==> src/rtl/mips_multicycle_controller.sv <==
// Purpose : multi-cycle control FSM for the shared-ALU, single-memory-port MIPS datapath.
// Latency : zero-wait R/I-type 4 cycles, lw 5, sw 4, beq/bne/j/jal 3; +1 cycle per memReady stall.
// Backpressure: FETCH/MEMRD/MEMWR hold their outputs until memReady; abort to FETCH after MEM_WAIT_MAX stalls.
//
// Ports: clk/rst (async active-low); opCode/functionCode from IR; zeroFlag from ALU; memReady from memory.
//        Datapath selects (IorD, pcSrc, ALUSrcA/B, ALUOperation, regDst, memToReg) and enables
//        (memRead, memWrite, IRWrite, pcWrite, regWrite); status pulses instrDone/busErr/illegalOp;
//        instrCount = retired instructions (wraps).
module mips_multicycle_controller #(
    parameter int MEM_WAIT_MAX = 15,
    parameter int CNT_W        = 32
) (
    input  logic             clk,
    input  logic             rst,
    input  logic [5:0]       opCode,
    input  logic [5:0]       functionCode,
    input  logic             zeroFlag,
    input  logic             memReady,
    output logic             IorD,
    output logic             memRead,
    output logic             memWrite,
    output logic             IRWrite,
    output logic             pcWrite,
    output logic [1:0]       pcSrc,
    output logic             ALUSrcA,
    output logic [1:0]       ALUSrcB,
    output logic [2:0]       ALUOperation,
    output logic             regWrite,
    output logic [1:0]       regDst,
    output logic [1:0]       memToReg,
    output logic             instrDone,
    output logic             busErr,
    output logic             illegalOp,
    output logic [CNT_W-1:0] instrCount
);

    localparam logic [5:0] OP_RTYPE = 6'b000000;
    localparam logic [5:0] OP_ADDI  = 6'b001000;
    localparam logic [5:0] OP_ANDI  = 6'b001100;
    localparam logic [5:0] OP_LW    = 6'b100011;
    localparam logic [5:0] OP_SW    = 6'b101011;
    localparam logic [5:0] OP_BEQ   = 6'b000100;
    localparam logic [5:0] OP_BNE   = 6'b000101;
    localparam logic [5:0] OP_J     = 6'b000010;
    localparam logic [5:0] OP_JAL   = 6'b000011;

    localparam logic [2:0] ALU_AND = 3'b000;
    localparam logic [2:0] ALU_OR  = 3'b001;
    localparam logic [2:0] ALU_ADD = 3'b010;
    localparam logic [2:0] ALU_SUB = 3'b110;
    localparam logic [2:0] ALU_SLT = 3'b111;

    localparam logic [7:0] WAIT_MAX = 8'(MEM_WAIT_MAX);

    typedef enum logic [3:0] {
        FETCH, DECODE, EXEC_R, RWB, EXEC_I, IWB,
        MEMADDR, MEMRD, MEMWB, MEMWR, BRANCH, JUMP, JAL
    } state_t;

    state_t     state, next_state;
    logic [7:0] waitCnt;
    logic       timeout;
    logic       stall;
    logic       r_legal;
    logic [2:0] r_aluop;

    // R-type funct decode; shared by DECODE (legality) and EXEC_R (ALU op).
    always_comb begin
        r_legal = 1'b1;
        r_aluop = ALU_ADD;
        case (functionCode)
            6'b100000: r_aluop = ALU_ADD;
            6'b100010: r_aluop = ALU_SUB;
            6'b100100: r_aluop = ALU_AND;
            6'b100101: r_aluop = ALU_OR;
            6'b101010: r_aluop = ALU_SLT;
            default:   r_legal = 1'b0;
        endcase
    end

    // Only the three memory-facing states ever wait; memReady on the limit cycle still wins.
    assign timeout = (state == FETCH || state == MEMRD || state == MEMWR) &&
                     !memReady && (waitCnt == WAIT_MAX);
    assign stall   = (state == FETCH || state == MEMRD || state == MEMWR) &&
                     !memReady && !timeout;

    always_ff @(posedge clk or negedge rst) begin
        if (!rst) begin
            state      <= FETCH;
            waitCnt    <= '0;
            instrCount <= '0;
        end else begin
            state      <= next_state;
            // Any exit, including the abort back into FETCH, restarts the wait budget.
            waitCnt    <= stall ? waitCnt + 8'd1 : 8'd0;
            if (instrDone) begin
                instrCount <= instrCount + CNT_W'(1);
            end
        end
    end

    always_comb begin
        next_state   = state;
        IorD         = 1'b0;
        memRead      = 1'b0;
        memWrite     = 1'b0;
        IRWrite      = 1'b0;
        pcWrite      = 1'b0;
        pcSrc        = 2'b00;
        ALUSrcA      = 1'b0;
        ALUSrcB      = 2'b00;
        ALUOperation = ALU_ADD;
        regWrite     = 1'b0;
        regDst       = 2'b00;
        memToReg     = 2'b00;
        instrDone    = 1'b0;
        busErr       = 1'b0;
        illegalOp    = 1'b0;

        case (state)
            FETCH: begin
                memRead = 1'b1;
                ALUSrcB = 2'b01;            // PC + 4
                if (memReady) begin
                    IRWrite    = 1'b1;
                    pcWrite    = 1'b1;
                    next_state = DECODE;
                end else if (timeout) begin
                    busErr     = 1'b1;      // PC untouched, refetch same address
                    next_state = FETCH;
                end
            end
            DECODE: begin
                ALUSrcB = 2'b11;            // speculative branch target into ALUOut
                case (opCode)
                    OP_RTYPE: begin
                        if (r_legal) begin
                            next_state = EXEC_R;
                        end else begin
                            illegalOp  = 1'b1;
                            next_state = FETCH;
                        end
                    end
                    OP_ADDI, OP_ANDI: next_state = EXEC_I;
                    OP_LW, OP_SW:     next_state = MEMADDR;
                    OP_BEQ, OP_BNE:   next_state = BRANCH;
                    OP_J:             next_state = JUMP;
                    OP_JAL:           next_state = JAL;
                    default: begin
                        illegalOp  = 1'b1;
                        next_state = FETCH;
                    end
                endcase
            end
            EXEC_R: begin
                ALUSrcA      = 1'b1;
                ALUOperation = r_aluop;
                next_state   = RWB;
            end
            RWB: begin
                regWrite   = 1'b1;
                regDst     = 2'b01;
                instrDone  = 1'b1;
                next_state = FETCH;
            end
            EXEC_I: begin
                ALUSrcA      = 1'b1;
                ALUSrcB      = 2'b10;
                ALUOperation = (opCode == OP_ANDI) ? ALU_AND : ALU_ADD;
                next_state   = IWB;
            end
            IWB: begin
                regWrite   = 1'b1;
                instrDone  = 1'b1;
                next_state = FETCH;
            end
            MEMADDR: begin
                ALUSrcA    = 1'b1;
                ALUSrcB    = 2'b10;
                next_state = (opCode == OP_SW) ? MEMWR : MEMRD;
            end
            MEMRD: begin
                memRead = 1'b1;
                IorD    = 1'b1;
                if (memReady) begin
                    next_state = MEMWB;
                end else if (timeout) begin
                    busErr     = 1'b1;
                    next_state = FETCH;
                end
            end
            MEMWB: begin
                regWrite   = 1'b1;
                memToReg   = 2'b01;
                instrDone  = 1'b1;
                next_state = FETCH;
            end
            MEMWR: begin
                memWrite = 1'b1;
                IorD     = 1'b1;
                if (memReady) begin
                    instrDone  = 1'b1;
                    next_state = FETCH;
                end else if (timeout) begin
                    busErr     = 1'b1;
                    next_state = FETCH;
                end
            end
            BRANCH: begin
                ALUSrcA      = 1'b1;
                ALUOperation = ALU_SUB;
                pcSrc        = 2'b01;
                // opCode[0] distinguishes bne (000101) from beq (000100).
                pcWrite      = opCode[0] ? !zeroFlag : zeroFlag;
                instrDone    = 1'b1;
                next_state   = FETCH;
            end
            JUMP: begin
                pcWrite    = 1'b1;
                pcSrc      = 2'b10;
                instrDone  = 1'b1;
                next_state = FETCH;
            end
            JAL: begin
                // PC already holds PC+4 from FETCH, so it is the link value written to $31.
                regWrite   = 1'b1;
                regDst     = 2'b10;
                memToReg   = 2'b10;
                pcWrite    = 1'b1;
                pcSrc      = 2'b10;
                instrDone  = 1'b1;
                next_state = FETCH;
            end
            default: next_state = FETCH;
        endcase
    end

endmodule

==> config.mk <==
export PLATFORM = sky130hd
export DESIGN_NAME = mips_multicycle_controller
export DESIGN_NICKNAME = d
export VERILOG_FILES = /design/src/rtl/mips_multicycle_controller.sv
export SDC_FILE = /design/constraint.sdc
export NUM_CORES = 1
export LEC_CHECK = 0
export ABC_CLOCK_PERIOD_IN_PS = 1900
export CORE_MARGIN = 8
export CORE_UTILIZATION = 35
export DETAILED_ROUTE_END_ITERATION = 8
export PLACE_DENSITY = 0.7
export SYNTH_ARGS = -nofsm -noshare
export SYNTH_HDL_FRONTEND = slang
export SYNTH_SLANG_ARGS = --single-unit
export TNS_END_PERCENT = 10
==> constraint.sdc <==
create_clock -name clk -period 1.9 [get_ports clk]
set_input_delay 0.285 -clock clk [delete_from_list [all_inputs] [get_ports clk]]
set_output_delay 0.285 -clock clk [all_outputs]
set_load 0.02 [all_outputs]
### Word-level counts from Yosys, hierarchy flattened

Index checks and enable logic that the tools add are counted.

| storage, ports and cells | value |
|---|---|
| register bits | 44 |
| word-level logic and storage cells | 87 |

| operators by class | value |
|---|---|
| add/sub/neg operators | 2 |
| equal/unequal tests | 26 |
| mux-type cells | 33 |
| reductions and logical operators | 23 |

Operators with widths:

| kind | number |
|---|---|
| $eq A6 B6 Y1 const B | 7 |
| $add A32 B1 Y32 const B | 1 |
| $pmux W4 S7 | 1 |
| $pmux W4 S6 | 1 |
| $eq A4 B4 Y1 const B | 5 |
| $mux W4 | 5 |
| $eq A4 B3 Y1 const B | 4 |
| $mux W1 | 14 |
| $reduce_or A2 Y1 | 7 |
| $eq A6 B2 Y1 const B | 2 |
| $eq A6 B3 Y1 const B | 2 |
| $eq A6 B4 Y1 const B | 2 |
| $pmux W2 S2 | 3 |
| $pmux W3 S4 | 1 |
| $pmux W3 S3 | 1 |
| $add A8 B1 Y8 const B | 1 |
| $eq A4 B2 Y1 const B | 2 |
| $eq A8 B4 Y1 const B | 1 |
| $mux W8 | 1 |
| $reduce_or A4 Y1 | 2 |
| $reduce_or A8 Y1 | 1 |
| $logic_not A6 Y1 | 1 |
| $pmux W2 S3 | 1 |
| $reduce_or A6 Y1 | 1 |
| other kinds (10) | 17 |

### Logic depth before layout (Yosys ltp)

Gate-level depths: netlist (run 1).

| depth | value |
|---|---|
| word-level depth | 8 |
| depth in mapped cells | 7 |
| gate-level depth less buffers | 6 |

### Least setup slack after synthesis (run 1)

OpenSTA, ideal clock, no wires.

| timing path | value |
|---|---|
| kind | in2out |
| from | in opCode[0] |
| to | out illegalOp |
| arrival | 1,700 ps |
| required time | 1,615 ps |
| slack | -85 ps |
| stages on the path | 6 |
| path buffers | 1 |
| cell sequence | clkbuf_1 -> nor3_1 -> a31oi_1 -> a2bb2oi_1 -> a311oi_1 -> nor4_1 |

| on the way | value |
|---|---|
| cells in the longest elaborated chain, start to end | 4 |
| elaborated cells on any way between the ends | 12 |
| those cells by class | eq/ne (8); mux (2); reduce/logical (2) |

Ends and longest elaborated chain:

| element | line | source |
|---|---|---|
| from (decl) | 15 | `input logic [5:0] opCode,` |
| $eq A6 B4 Y1, or another cell as far along | 135 | `case (opCode)` |
| $reduce_or A8 Y1 (no source line) | -- |  |
| $pmux W1 S2 (*) | 135 |  |
| $mux W1 (*) | 120 | `case (state)` |
| to (decl) | 33 | `output logic illegalOp,` |

Mark *: on every way between the ends. The rest lies on a longest branch, timed or not.

### Final worst setup path (run 1)

| timing path | value |
|---|---|
| from | reg state[2] |
| to | out ALUOperation[1] |

| on the way | value |
|---|---|
| cells in the longest elaborated chain, start to end | 2 |
| elaborated cells on any way between the ends | 4 |
| those cells by class | eq/ne (3); mux (1) |

Ends and longest elaborated chain:

| element | line | source |
|---|---|---|
| from (decl) | 60 | `state_t state, next_state;` |
| from (signal assigned) | 93 | `state <= next_state;` |
| $eq A4 B4 Y1, or another cell as far along | 120 |  |
| $pmux W3 S3 (*) | 120 |  |
| to (decl) | 27 | `output logic [2:0] ALUOperation,` |

Marks and branches as above.

==> results of run 1 <==
## worst register-to-register path: cells and delay by family (launching register included)
kind | cells | cell delay, ns
XOR/XNOR | 1 | 0.16
AND/OR/NAND/NOR | 3 | 0.59
flip-flops | 1 | 0.45
AO/OA/AOI/OAI | 1 | 0.06
buffers and inverters | 3 | 0.50
## logic make-up after synthesis
logic type               after synthesis
AO/OA/AOI/OAI                         32
XOR/XNOR                              38
adder cells (fa/ha/maj)                2
buffers and inverters                 18
flip-flops                            44
multiplexers                           4
AND/OR/NAND/NOR                      137
## layout make-up
type / instances / share of cell area
clock inverter: 2 / 0.00888
sequential: 44 / 0.280
clock buffer: 6 / 0.0184
inverter: 3 / 0.00285
multi-input combinational: 213 / 0.383
tap: 99 / 0.0314
timing repair buffer: 126 / 0.276
## routing by layer
metal  wire [um]  up-vias  global-route usage
met5           0        -                   0
met4         108        0              0.0474
met3         581       12              0.0436
met2        3160       66               0.226
met1        3030     1172               0.162
li1            -     1207                   -
## layout by cell type (no fill, tap or decap), types with 4 or more instances in the layout
cell type        instances
buf_2                    8
nand4_1                 12
dlymetal6s2s_1           7
nand3_1                 14
and4_1                   7
buf_4                   61
clkbuf_8                 5
clkdlybuf4s50_1         39
xnor2_1                 30
xor2_1                   8
o21ai_0                  4
nor2_1                  20
nor3_2                   4
dfrtp_1                 41
a21oi_1                  7
nand2_1                 25
and3_1                  17
nand2b_1                10
## how the worst max path moves through the flow
stage / end / slack (ns)
2_1_floorplan: illegalOp / 0.14
3_3_place_gp: illegalOp / -0.57
3_5_place_dp: illegalOp / -0.61
4_1_cts: ALUOperation[1] / -0.25
5_1_grt: busErr / -0.12
6_report: ALUOperation[1] / -0.05
## power by group
part | switching, mW | internal [mW] | leakage, nW
Combinational | 0.596 | 0.547 | 1.14
Sequential | 0.0965 | 1.01 | 0.598
Clock | 0.313 | 0.390 | 0.0552
## sequential cells by signal, summed over array words and instances, names as in the netlist
name,count
instrCount,32
waitCnt,8
state,4
## timing repair
action,CTS,global route
gates resized for setup,83,37
endpoints found under the hold margin,0,0
pin swaps,1,4
endpoints found under the setup margin,22,30
setup buffers,1,2
==> out/metrics.yaml, run 1 <==
run_status:
  outcome: "finished with violations"
  violations: "negative setup slack"
synth:
  ys_ff_latch: 44
  ys_seq_area_frac: 0.425
  synth-edff-count: 0
  synth_nets: 293
  synthTopCellsByCount: "dfrtp_1 (44), xnor2_1 (30), nand2_1 (25)"
  yosysTopAreaCell: "dfrtp_1"
  yosysTopAreaCellShare: 0.425
  synthXorXnorAreaFrac: 0.129
  synth_cells: 275
  synth_top_family_by_area: "simple AND/OR/NAND/NOR gates"
  avgSynthCellArea_sq_um: 9.41
  synth_fa_ha_area_frac: 0.00967
  yosysMostFrequentCell: "dfrtp_1"
  synth.distinct_cells: 48
  yosys_warnings: 0
  netlist_area_sq_um: 2590
  ys.flop_type: "dfrtp_1"
  muxShareOfSynthArea: 0.0159
  synth_compound_area_frac: 0.0880
  synth_simple_gate_area_share: 0.296
  synth.area.top_cells: "dfrtp_1 (43%), xnor2_1 (10%), and3_1 (4.1%)"
  synth-async-reset-ratio: 1.00
detailed_routing:
  routedWlPerCell_um: 14.0
  routed_wl_um: 6890
  dr.pass1.iters: 4
  vias: 2457
  drc_errors: 0
  drt_iter0_drc: 81
  antenna_left: 0
  vias_per_cell: 4.98
cts:
  hold_buffers: 0
  htreeDepth: 2
  clock_latency_ns: 0.29
  max-clock-path-buffers: 2
  clkSinkCount: 44
  cts_tree: "built"
  clock-root-buffer: "clkbuf_8"
  cts_buffers: 5
  clk_pin_slew_ns: 0.08
timing:
  fin_skew_ns: 0.00808
  post-route-period-util: 1.02
  hold_viol_final: 0
  worst_slack_ns: -0.0474
  slew_headroom: 0.628
  tightest_slew_ns: 0.559
  slew_viol_final: 0
  rsz0062_at_grt: "yes"
  layout_min_cycle_time_ns: 1.95
  hold_slack_ns: 0.0588
  fin_tns_setup_ns: -0.0810
  fmax_ghz: 0.514
  setup_violations: 2
final_layout:
  final_util: 0.547
  multiInputGateArea_sq_um: 1510
  n_fill_cell: 687
  final_cells: 493
  seq_area_sq_um: 1100
  final_cell_area_sq_um: 3950
  antennaDiodeCount: 0
  final_nets: 411
  drive_gt1_frac: 0.297
  areaGrowthSynthToFinish_pct: 52.4
setup_path:
  cp.required_ns: 1.62
  reg2reg_setup_slack_ns: 0.04
  critPathSlowestCell: "dfrtp_2"
  worst_setup_path_end_kind: "output port"
  start_kind: "flop"
  crit_chain: "nand2b_4 > nor3_2 > a21oi_1 > or3_1 > buf_2"
  cp_slowest_stage_delay_ns: 0.48
  critPathKind: "flop to output port"
  cp.buffers_inverters: 1
  crit_fanout: 7
  rr_startpoint: "state[1]$_DFF_PN0_"
  cp.depth: 5
  cp_top_family: "simple AND/OR/NAND/NOR gates"
  reg2reg_depth: 8
  r2r_end: "instrCount[22]$_DFFE_PN0P_"
  crit_arrival_ns: 1.66
  cp-startpoint: "state[2]$_DFF_PN0_"
floorplanning:
  row_count: 31
  core_area_sq_um: 7210
  io_pins: 69
  die_h_um: 102
  start_util: 0.359
  die_w_um: 102
  die-area_sq_um: 10400
place:
  portBuffers: 68
  post-place-ws_ns: -0.614
  dp_hpwl_um: 5330
  post_dp_cell_area_sq_um: 3740
  dp.cells: 482
  place_congestion: 0.853
global_route:
  grt_pass1_wl_um: 11600
  grt_pass1_vias: 2468
  grt_usage: 0.136
  antenna_found_initial: 0
  grt_max_degree: 45
  overflow: 0
power:
  leakage_nw: 1.79
  power_density_nw_per_um2: 749
  ir_drop_uv: 527
  power_mw: 2.96
run:
  drv_cap: 0
min_path:
  hold_path.class: "input port to asynchronous set/reset pin"
No activity file was read; power rests on OpenSTA's default activity.
==> run 2, diff against run 1 <==
Settings changed: DONT_BUFFER_PORTS set to 1, PLACE_DENSITY 0.7 to 0.58.
==> run 2 against run 1 <==
Net effect: the flow still finishes with violations (negative setup slack); register-to-register slack about the same; worst hold slack improved by 0.16 ns; sequential power about the same; via count decreased by 10%; design area decreased by 16%; clock power increased by 18%; utilization decreased by 8.8 points; combinational power decreased by 9.6%; count of clock-buffer cells in the layout decreased by 1.
==> out/metrics.yaml, run 2 (synthesized netlist as in run 1, its figures left out) <==
run_status:
  outcome: "finished with violations"
  violations: "negative setup slack"
setup_path:
  cp.depth: 5  # unchanged
  start_kind: "flop"
  cp_top_family: "buffers and inverters"
  cp.buffers_inverters: 3  # +2
  crit_arrival_ns: 1.64  # -0.02 ns
  r2r_end: "instrCount[15]$_DFFE_PN0P_"
  crit_chain: "buf_2 > buf_4 > nand2b_4 > nor4_4 > buf_4"
  worst_setup_path_end_kind: "output port"
  cp.required_ns: 1.62  # about the same
  critPathSlowestCell: "dfrtp_2"
  crit_fanout: 6  # -1
  cpMostUsedCell: "buf_4"
  critPathKind: "flop to output port"
  reg2reg_setup_slack_ns: 0.04  # about the same
  cp_slowest_stage_delay_ns: 0.44  # -0.04 ns
  reg2reg_depth: 6  # -2
  rr_startpoint: "state[3]$_DFF_PN0_"
timing:
  layout_min_cycle_time_ns: 1.92  # -0.0263 ns
  tightest_slew_ns: 0.482  # -0.0764 ns
  hold_viol_final: 0  # unchanged
  fin_skew_ns: 0.00736  # -0.000724 ns
  setup_violations: 2  # unchanged
  fmax_ghz: 0.521  # +1.4%
  slew_viol_final: 0  # unchanged
  slew_headroom: 0.676  # +0.0480
  hold_slack_ns: 0.215  # +0.157 ns
  worst_slack_ns: -0.0211  # +0.0263 ns
  post-route-period-util: 1.01  # -0.0138
  rsz0062_at_grt: "yes"
power:
  p_clk_frac: 0.282  # +0.044
  switching_power_mw: 0.987  # -1.9%
  ir_drop_uv: 382  # -27%
  power.share.switching: 0.335  # -0.00589
  sequentialPowerShare: 0.368  # -0.007
  power_mw: 2.95  # -0.19%
  internal_power_mw: 1.96  # +0.70%
  leakage_nw: 1.47  # -18%
  power_density_nw_per_um2: 890  # +19%
  combPwrFrac: 0.350  # -0.037
floorplanning:
  die-area_sq_um: 10400  # unchanged
  core_area_sq_um: 7210  # unchanged
  start_util: 0.359  # unchanged
  io_pins: 69  # unchanged
  die_h_um: 102  # unchanged
  row_count: 31  # unchanged
  die_w_um: 102  # unchanged
final_layout:
  largest_reg_flops: 32  # unchanged
  reg_top3: "instrCount (32), waitCnt (8), state (4)"
  largest-register: "instrCount"
  areaGrowthSynthToFinish_pct: 28.0
  antennaDiodeCount: 0  # unchanged
  final_util: 0.459  # -0.0878
  final_nets: 339  # -18%
  n_fill_cell: 730  # +6.3%
  final_cell_mix: "buf_4 (47), dfrtp_1 (40), xnor2_1 (30), nand2_1 (24)"
  layout.cells.most_common: "buf_4"
  final_cell_area_sq_um: 3310  # -16%
  drive_gt1_frac: 0.280  # -0.0166
detailed_routing:
  vias: 2204  # -10%
  vias_per_cell: 5.25  # +5.3%
  drc_errors: 0  # unchanged
  routed_wl_um: 6520  # -5.3%
  routedWlPerCell_um: 15.5  # +11%
  antenna_left: 0  # unchanged
  drt_iter0_drc: 48  # -41%
  dr.pass1.iters: 4  # unchanged
cts:
  clkSinkCount: 44  # unchanged
  htreeDepth: 2  # unchanged
  max-clock-path-buffers: 2  # unchanged
  cts_tree: "built"
  cts_buffers: 5  # unchanged
  clock_latency_ns: 0.29  # about the same
  clk_pin_slew_ns: 0.08  # about the same
  clock-root-buffer: "clkbuf_8"
place:
  place_congestion: 0.736  # -14%
  dp_hpwl_um: 4700  # -12%
  portBuffers: 0  # -100%
  post-place-ws_ns: 0.194  # +0.807 ns
  post_dp_cell_area_sq_um: 2970  # -20%
run:
  drv_cap: 0  # unchanged
global_route:
  antenna_found_initial: 0  # unchanged
  grt_usage: 0.124  # -0.0125
  grt_pass1_wl_um: 10500  # -9.7%
  grt_pass1_vias: 2195  # -11%
  grt_max_degree: 45  # unchanged
  overflow: 0  # unchanged
min_path:
  hold_end: "state[3]$_DFF_PN0_"
  whs_path_depth: 3
  hold_start: "opCode[5]"
  hold_path.class: "input port to flop"
==> run 2: changes by cell type in the layout (fill, tap and decap cells not counted), moves of 2 or more <==
cell	before	now
a21oi_1	7	9
a21oi_2	2	0
buf_2	8	1
buf_4	61	47
clkbuf_2	3	0
clkdlybuf4s15_2	3	0
clkdlybuf4s50_1	39	0
dlymetal6s2s_1	7	0
nor2_1	20	17
nor2_2	3	5
==> run 2: per-stage QoR <==
step | std cells | setup TNS (ns)
2_1_floorplan | 275 | 0
3_3_place_gp | 402 | 0
3_5_place_dp | 402 | 0
4_1_cts | 416 | -0.00224
5_1_grt | 420 | -1.12
6_report | 420 | -0.0304
==> run 2: how the worst max path moves through the flow <==
stage / start / to / slack [ns]
2_1_floorplan: opCode[0] / illegalOp / 0.14
3_3_place_gp: state[3]$_DFF_PN0_ / busErr / 0.23
3_5_place_dp: state[1]$_DFF_PN0_ / instrCount[15]$_DFFE_PN0P_ / 0.19
4_1_cts: state[2]$_DFF_PN0_ / busErr / -0.002
5_1_grt: state[1]$_DFF_PN0_ / illegalOp / -0.1
6_report: state[1]$_DFF_PN0_ / illegalOp / -0.02
==> run 2: area by class of cell <==
class / instances / area [sq um] / area share
Clock inverter: 2 / 60.1 / 0.0181
Multi-Input combinational cell: 213 / 1490 / 0.451
Inverter: 3 / 11.3 / 0.00340
Clock buffer: 5 / 68.8 / 0.0208
Sequential cell: 44 / 1110 / 0.334
Timing Repair Buffer: 54 / 449 / 0.136
Tap cell: 99 / 124 / 0.0374
==> run 2: routing by layer <==
metal / track usage / wire length (um) / part of all wire / up-vias
met4: 0.0339 / 57 / 0.0087 / 0
met2: 0.196 / 2930 / 0.45 / 77
met5: 0 / 0 / 0 / -
met3: 0.0565 / 712 / 0.11 / 6
met1: 0.147 / 2820 / 0.43 / 1061
li1: - / - / - / 1060
==> run 2: what timing repair did <==
item                       CTS  global route
hold buffers                 2             0
buffers inserted             5             4
setup endpoints to repair    5            11
pin swaps                    3             5
hold endpoints to repair    44             0
resized for setup           13            19
==> run 2: power groups by stage <==
stage | clock network, mW | logic (mW) | registers (mW)
after global placement | 0 | 0.854 | 1.10
after floorplan | 0 | 0.539 | 1.14
after detailed placement | 0 | 0.864 | 1.10
after global routing | 0.893 | 1.13 | 1.10
after CTS | 0.855 | 0.949 | 1.09
final | 0.831 | 1.03 | 1.09
==> run 2: worst min-delay path, delay by kind of cell <==
kind / cells / cell delay (ns)
AO/OA/AOI/OAI: 2 / 0.11
AND/OR/NAND/NOR: 1 / 0.06
==> run 3, diff against run 2 <==
Settings changed: DONT_BUFFER_PORTS 1 to not set, PLACE_DENSITY 0.58 to 0.7.
==> results of run 3 <==
Same layout as run 1: the final DEF is identical, and so are final timing and power.
